### src/rtl/uart_pkg.sv
// Shared types and helpers for the UART transmit scheduler.
package uart_pkg;

  localparam int BYTE_W = 8;

  typedef enum logic [1:0] {
    IDLE   = 2'd0,
    LAUNCH = 2'd1,
    BUSY   = 2'd2,
    LOCKED = 2'd3
  } sched_state_t;

  // Next round-robin position after idx, wrapping from n-1 back to 0.
  function automatic logic [15:0] rr_next(input logic [15:0] idx, input logic [15:0] n);
    logic [15:0] inc;
    inc = idx + 16'd1;
    if (inc >= n) begin
      return 16'd0;
    end else begin
      return inc;
    end
  endfunction

endpackage

### src/rtl/rr_arbiter.sv
// Combinational round-robin arbiter: picks the first active request at or
// after the pointer, wrapping modulo N.
module rr_arbiter #(
  parameter int N   = 4,
  parameter int IDW = (N > 1) ? $clog2(N) : 1
) (
  input  logic [N-1:0]   req,
  input  logic [IDW-1:0] ptr,
  input  logic           enable,
  output logic [N-1:0]   grant,
  output logic [IDW-1:0] index,
  output logic           any
);
  localparam int SW = IDW + 1;
  localparam logic [SW-1:0] N_W = SW'(N);

  // Scan N positions starting at ptr and latch the first active one.
  always_comb begin
    logic [SW-1:0]  sum;
    logic [IDW-1:0] pos;
    sum   = '0;
    pos   = '0;
    grant = '0;
    index = '0;
    any   = 1'b0;
    for (int k = 0; k < N; k++) begin
      sum = {1'b0, ptr} + SW'(k);
      if (sum >= N_W) begin
        sum = sum - N_W;
      end else begin
        sum = sum;
      end
      pos = sum[IDW-1:0];
      if (enable && !any && req[pos]) begin
        any        = 1'b1;
        grant[pos] = 1'b1;
        index      = pos;
      end else begin
        any = any;
      end
    end
  end

endmodule

### src/rtl/uart_tx_sched.sv
// Round-robin scheduler sharing one UART transmitter between N_REQ byte-stream
// requesters. start_tx is held until the UART (seen through a 2-flop
// synchroniser) drops tx_ready; packets keep the grant until their last byte.
module uart_tx_sched
  import uart_pkg::*;
#(
  parameter int  N_REQ   = 4,
  parameter int  TIMEOUT = 1024,
  localparam int IDW     = (N_REQ > 1) ? $clog2(N_REQ) : 1
) (
  input  logic                      clk,
  input  logic                      rst_n,
  input  logic [N_REQ-1:0]          req_valid,
  input  logic [BYTE_W*N_REQ-1:0]   req_data,
  input  logic [N_REQ-1:0]          req_last,
  output logic [N_REQ-1:0]          req_ready,
  output logic [BYTE_W-1:0]         uart_tx_data,
  output logic                      uart_start_tx,
  input  logic                      uart_tx_ready,
  output logic [IDW-1:0]            grant_id,
  output logic                      busy,
  output logic                      timeout_err
);
  localparam int CW = $clog2(TIMEOUT + 1);
  localparam logic [CW-1:0] CNT_LAST = CW'(TIMEOUT - 1);
  localparam logic [CW-1:0] CNT_MAX  = CW'(TIMEOUT);
  localparam logic [CW-1:0] CNT_ONE  = CW'(1);

  // Registered state
  sched_state_t      state_r;
  logic [IDW-1:0]    ptr_r;
  logic [IDW-1:0]    grant_r;
  logic              last_r;
  logic [BYTE_W-1:0] data_r;
  logic              start_r;
  logic [CW-1:0]     cnt_r;
  logic              terr_r;
  logic              sync1_r;
  logic              rdy_s;

  // Next-state values
  sched_state_t      nxt_state_s;
  logic [IDW-1:0]    nxt_ptr_s;
  logic [IDW-1:0]    nxt_grant_s;
  logic              nxt_last_s;
  logic [BYTE_W-1:0] nxt_data_s;
  logic              nxt_start_s;
  logic [CW-1:0]     nxt_cnt_s;
  logic              nxt_terr_s;
  logic [N_REQ-1:0]  ready_s;

  logic [N_REQ-1:0]  arb_grant_s;
  logic [IDW-1:0]    arb_idx_s;
  logic              arb_any_s;
  logic              arb_en_s;
  logic [CW-1:0]     cnt_inc_s;
  logic              tmo_s;
  logic [IDW-1:0]    ptr_adv_s;
  logic [BYTE_W-1:0] req_byte_s [N_REQ];

  for (genvar g = 0; g < N_REQ; g++) begin : g_bytes
    assign req_byte_s[g] = req_data[g*BYTE_W +: BYTE_W];
  end

  assign arb_en_s  = (state_r == IDLE);
  assign cnt_inc_s = (cnt_r == CNT_MAX) ? cnt_r : (cnt_r + CNT_ONE);
  assign tmo_s     = (cnt_r >= CNT_LAST);
  assign ptr_adv_s = IDW'(rr_next(16'(grant_r), 16'(N_REQ)));

  rr_arbiter #(.N(N_REQ), .IDW(IDW)) u_arb (
    .req    (req_valid),
    .ptr    (ptr_r),
    .enable (arb_en_s),
    .grant  (arb_grant_s),
    .index  (arb_idx_s),
    .any    (arb_any_s)
  );

  // Bring the UART's tx_ready into the clk domain; idles high like the UART.
  always_ff @(posedge clk or negedge rst_n) begin
    if (!rst_n) begin
      sync1_r <= 1'b1;
      rdy_s   <= 1'b1;
    end else begin
      sync1_r <= uart_tx_ready;
      rdy_s   <= sync1_r;
    end
  end

  // Scheduler state register.
  always_ff @(posedge clk or negedge rst_n) begin
    if (!rst_n) begin
      state_r <= IDLE;
      ptr_r   <= '0;
      grant_r <= '0;
      last_r  <= 1'b0;
      data_r  <= '0;
      start_r <= 1'b0;
      cnt_r   <= '0;
      terr_r  <= 1'b0;
    end else begin
      state_r <= nxt_state_s;
      ptr_r   <= nxt_ptr_s;
      grant_r <= nxt_grant_s;
      last_r  <= nxt_last_s;
      data_r  <= nxt_data_s;
      start_r <= nxt_start_s;
      cnt_r   <= nxt_cnt_s;
      terr_r  <= nxt_terr_s;
    end
  end

  // Next-state logic: arbitration, launch handshake, packet lock, timeouts.
  always_comb begin
    nxt_state_s = state_r;
    nxt_ptr_s   = ptr_r;
    nxt_grant_s = grant_r;
    nxt_last_s  = last_r;
    nxt_data_s  = data_r;
    nxt_start_s = start_r;
    nxt_cnt_s   = cnt_r;
    nxt_terr_s  = 1'b0;
    ready_s     = '0;
    case (state_r)
      IDLE: begin
        if (arb_any_s) begin
          ready_s     = arb_grant_s;
          nxt_data_s  = req_byte_s[arb_idx_s];
          nxt_last_s  = req_last[arb_idx_s];
          nxt_grant_s = arb_idx_s;
          nxt_start_s = 1'b1;
          nxt_cnt_s   = '0;
          nxt_state_s = LAUNCH;
        end else begin
          nxt_state_s = IDLE;
        end
      end
      LAUNCH: begin
        if (!rdy_s) begin
          nxt_start_s = 1'b0;
          nxt_cnt_s   = '0;
          nxt_state_s = BUSY;
        end else if (tmo_s) begin
          // UART never took the byte: drop it and move on.
          nxt_start_s = 1'b0;
          nxt_terr_s  = 1'b1;
          nxt_ptr_s   = ptr_adv_s;
          nxt_cnt_s   = '0;
          nxt_state_s = IDLE;
        end else begin
          nxt_cnt_s = cnt_inc_s;
        end
      end
      BUSY: begin
        if (rdy_s) begin
          nxt_cnt_s = '0;
          if (last_r) begin
            nxt_ptr_s   = ptr_adv_s;
            nxt_state_s = IDLE;
          end else begin
            nxt_state_s = LOCKED;
          end
        end else begin
          nxt_state_s = BUSY;
        end
      end
      LOCKED: begin
        if (req_valid[grant_r]) begin
          ready_s[grant_r] = 1'b1;
          nxt_data_s  = req_byte_s[grant_r];
          nxt_last_s  = req_last[grant_r];
          nxt_start_s = 1'b1;
          nxt_cnt_s   = '0;
          nxt_state_s = LAUNCH;
        end else if (tmo_s) begin
          // Packet owner went silent: truncate and release the lock.
          nxt_terr_s  = 1'b1;
          nxt_ptr_s   = ptr_adv_s;
          nxt_cnt_s   = '0;
          nxt_state_s = IDLE;
        end else begin
          nxt_cnt_s = cnt_inc_s;
        end
      end
      default: begin
        nxt_state_s = IDLE;
        nxt_start_s = 1'b0;
        nxt_cnt_s   = '0;
      end
    endcase
  end

  // Accept pulses are suppressed while reset is asserted.
  assign req_ready     = rst_n ? ready_s : '0;
  assign uart_tx_data  = data_r;
  assign uart_start_tx = start_r;
  assign grant_id      = grant_r;
  assign busy          = (state_r != IDLE);
  assign timeout_err   = terr_r;

endmodule

### config.mk
export PLATFORM = sky130hd
export DESIGN_NAME = uart_tx_sched
export DESIGN_NICKNAME = d
export VERILOG_FILES = /design/src/rtl/uart_pkg.sv /design/src/rtl/rr_arbiter.sv /design/src/rtl/uart_tx_sched.sv
export SDC_FILE = /design/constraint.sdc
export NUM_CORES = 1
export LEC_CHECK = 0
export CAP_MARGIN = 20
export CORE_ASPECT_RATIO = 0.9
export CORE_MARGIN = 5
export CORE_UTILIZATION = 30
export CTS_BUF_LIST = sky130_fd_sc_hd__clkbuf_8 sky130_fd_sc_hd__clkbuf_16
export CTS_CLUSTER_DIAMETER = 50
export DETAILED_ROUTE_END_ITERATION = 8
export SYNTH_ARGS = -nofsm -noshare
export SYNTH_HDL_FRONTEND = slang
export SYNTH_SLANG_ARGS = --single-unit
export TNS_END_PERCENT = 5
### constraint.sdc
create_clock -name clk -period 4.5 [get_ports clk]
set_clock_uncertainty 0.05 [all_clocks]
set_input_delay 0.9 -clock clk [delete_from_list [all_inputs] [get_ports clk]]
set_output_delay 0.9 -clock clk [all_outputs]
set_load 0.01 [all_outputs]
==> impl_metrics.tcl <==
set metrics [dict create \
    cp_max_fo 5 \
    die-area_um2 11180 \
    synth_edf_count 0 \
    grt_pass1_wl_um 13280 \
    dominantRegCellSynth "dfrtp_1" \
    ioPinCount 60 \
    grt_pass1_vias 2657 \
    post_cts_buffers 0 \
    vdd_drop_max_mv 0.2764 \
    maxCapViolations 0 \
    hold_class "flip-flop to flip-flop" \
    ys_ff_latch 30 \
    design_area_um2 3654 \
    pre_cts_ws_ns 0.06486 \
    finalHoldViolations 0 \
    grt_usage 0.1436 \
    power_w 0.002102 \
    worst_path_largest_cell_delay_ns 0.55 \
    crit_chain "clkdlybuf4s50_1, or3b_2, a21oi_1, a31oi_1, nor3_2, a22oi_1, a21oi_1, clkdlybuf4s50_1" \
    yosysWarnings 0 \
    rsz0062_at_grt "no" \
    post_drt_wl_per_cell_um 16.57 \
    cts_hold_buffers 0 \
    path_class "primary input to primary output" \
    clkLatencyLatePin_ns 0.29 \
    cts_tree "done" \
    syn-cell-area_um2 2749 \
    drt_iter0_drc 181 \
    status "finished clean" \
    cts_buffer_depth 2 \
    relSlewSlack 0.4964 \
    drv_slew 0 \
    setup_tns_ns 0 \
    period_needed_ns 4.316 \
    port-buffer-count 59 \
    nNetsFinal 424 \
    power.leakage_nw 1.403 \
    setup_viol 0 \
    power_density_nw_per_um2 575.2 \
    postPlaceCellArea_um2 3526 \
    cp-end-kind "primary output" \
    numCtsBuffers 5 \
    clockRootBuffer "clkbuf_8" \
    firstDrtPassIters 5 \
    via_per_inst 5.592 \
    grt-ovfl-total 0 \
    route.detailed.drc 0 \
    syn_nets 359 \
    synth_top_area_share 0.2549 \
    cp_data_required_time_ns 3.55 \
    worst_pin_slew_ns 0.7475 \
    num_antenna_cells 0 \
    ys_seq_area_frac 0.2740 \
    path_clk_slew_ns 0.07 \
    ys_types 57 \
    drt_wl_total_um 8036 \
    vias 2712 \
    clock-sinks 30 \
    ys_async_sr_fraction 1.000 \
    fillerInstances 895 \
    die_w_um 110.9 \
    core_area_um2 9042 \
    area_growth_pct 32.91 \
    rows 33 \
    layout-drive-gt1-share 0.1350 \
    postSynthCellCount 297 \
    max_freq_ghz 0.2317 \
    layout_setup_ws_ns 0.1839 \
    yosys.area.top_type "dfrtp_1" \
    initial_core_util 0.3040 \
    worst_ep_arrival_time_ns 3.37 \
    yosysMostFrequentCell "dfrtp_1" \
    startpoint_type "primary input" \
    synth_area_per_cell_um2 9.256 \
    crit_slowest_cell "clkdlybuf4s50_1" \
    place_congestion 0.8302 \
    die_h_um 100.8 \
    synth_area_leaders "dfrtp_1 (25%), mux4_2 (11%), ha_1 (8.6%), a21oi_1 (3.5%), o21ai_0 (3.3%)" \
    grt_max_degree 31 \
    antenna_found_initial 0 \
    cts-htree-levels 2 \
    ant_nets 0 \
    cts_resized 0 \
    synth_commonest_cells "dfrtp_1 (28), a21oi_1 (19), ha_1 (19), o21ai_0 (18), nor2_1 (16)" \
    post-dp-hpwl_um 5904 \
    period_share 0.9591 \
]
through the flow:
stage               utilization  std cells  hold WS (ns)
detailed placement       0.3899        477        0.3012
floorplan                     -        297        0.2952
CTS                      0.4025        485        0.3158
finish                   0.4040        485        0.3082
global placement         0.3899        477        0.2986
global route             0.4040        485        0.3221
final cells by class:
| class | count | area (um^2) | share of cell area |
|---|---|---|---|
| clock buffers | 5 | 68.82 | 0.01884 |
| clock inverters | 3 | 45.04 | 0.01233 |
| inverters | 13 | 48.80 | 0.01336 |
| multi-input cells | 239 | 1889 | 0.5171 |
| flip-flops and latches | 30 | 753.2 | 0.2062 |
| well taps | 122 | 152.6 | 0.04178 |
| repair buffers | 73 | 695.7 | 0.1904 |
registers in the layout, summed over array words and instances (netlist names):
signal,flops
cnt_r,11
grant_id,2
last_r,1
ptr_r,2
rdy_s,1
state_r,2
sync1_r,1
timeout_err,1
uart_start_tx,1
uart_tx_data,8
logic make-up after synthesis:
group           after synthesis  synth area share
buf+inv                      28           0.04369
fa+ha+maj                    19           0.08648
mux                          19            0.1288
flops                        30            0.2740
compound gates               84            0.2062
simple gates                115            0.2544
xor+xnor                      2          0.006373
critical path, delay by kind of cell:
family,cells,cell delay (ns)
AO/OA/AOI/OAI,4,0.67
buffers and inverters,2,1.02
AND/OR/NAND/NOR,2,0.76
where the power goes:
group	leakage [nW]	internal, W	switching (W)
Sequential	0.370	0.000354	0.0000836
Combinational	0.983	0.000640	0.000743
Clock	0.0504	0.000165	0.000117
Total	1.40	0.00116	0.000944
path summary, 6_finish.rpt:
path | startpoint | end | slack (ns) | cells past startpoint
max | req_valid[1] | req_ready[1] | 0.18 | 8
min | sync1_r | rdy_s | 0.31 | 0
max reg2reg | ptr_r[0] | uart_tx_data[4] | 1.11 | 8
min reg2reg | sync1_r | rdy_s | 0.31 | 0
max in group asynchronous | rst_n | rdy_s | 3.00 | 2
min in group asynchronous | rst_n | cnt_r[1] | 1.09 | 2
layout by cell type, fill, tap and decap left out, types with 6 or more instances in the layout:
cell and count:
clkdlybuf4s50_1 59, dfrtp_1 28, a21oi_1 19, ha_1 19, o21ai_0 18, nor2_1 16
nand2_1 14, buf_4 14, mux4_2 13, inv_1 12, nor3_1 12, nor4_1 12
o22ai_1 11, or3_1 9, nand3_1 8, and2_1 7, nor4bb_1 6
metal layers:
| layer | vias to the layer above | global-route usage | share of wire |
|---|---|---|---|
| met5 | - | 0 | 0 |
| met4 | 0 | 0.03788 | 0.013 |
| met3 | 12 | 0.02401 | 0.035 |
| met2 | 69 | 0.2435 | 0.48 |
| met1 | 1341 | 0.1915 | 0.47 |
| li1 | 1290 | - | - |
No activity file was read; power rests on OpenSTA's default activity.
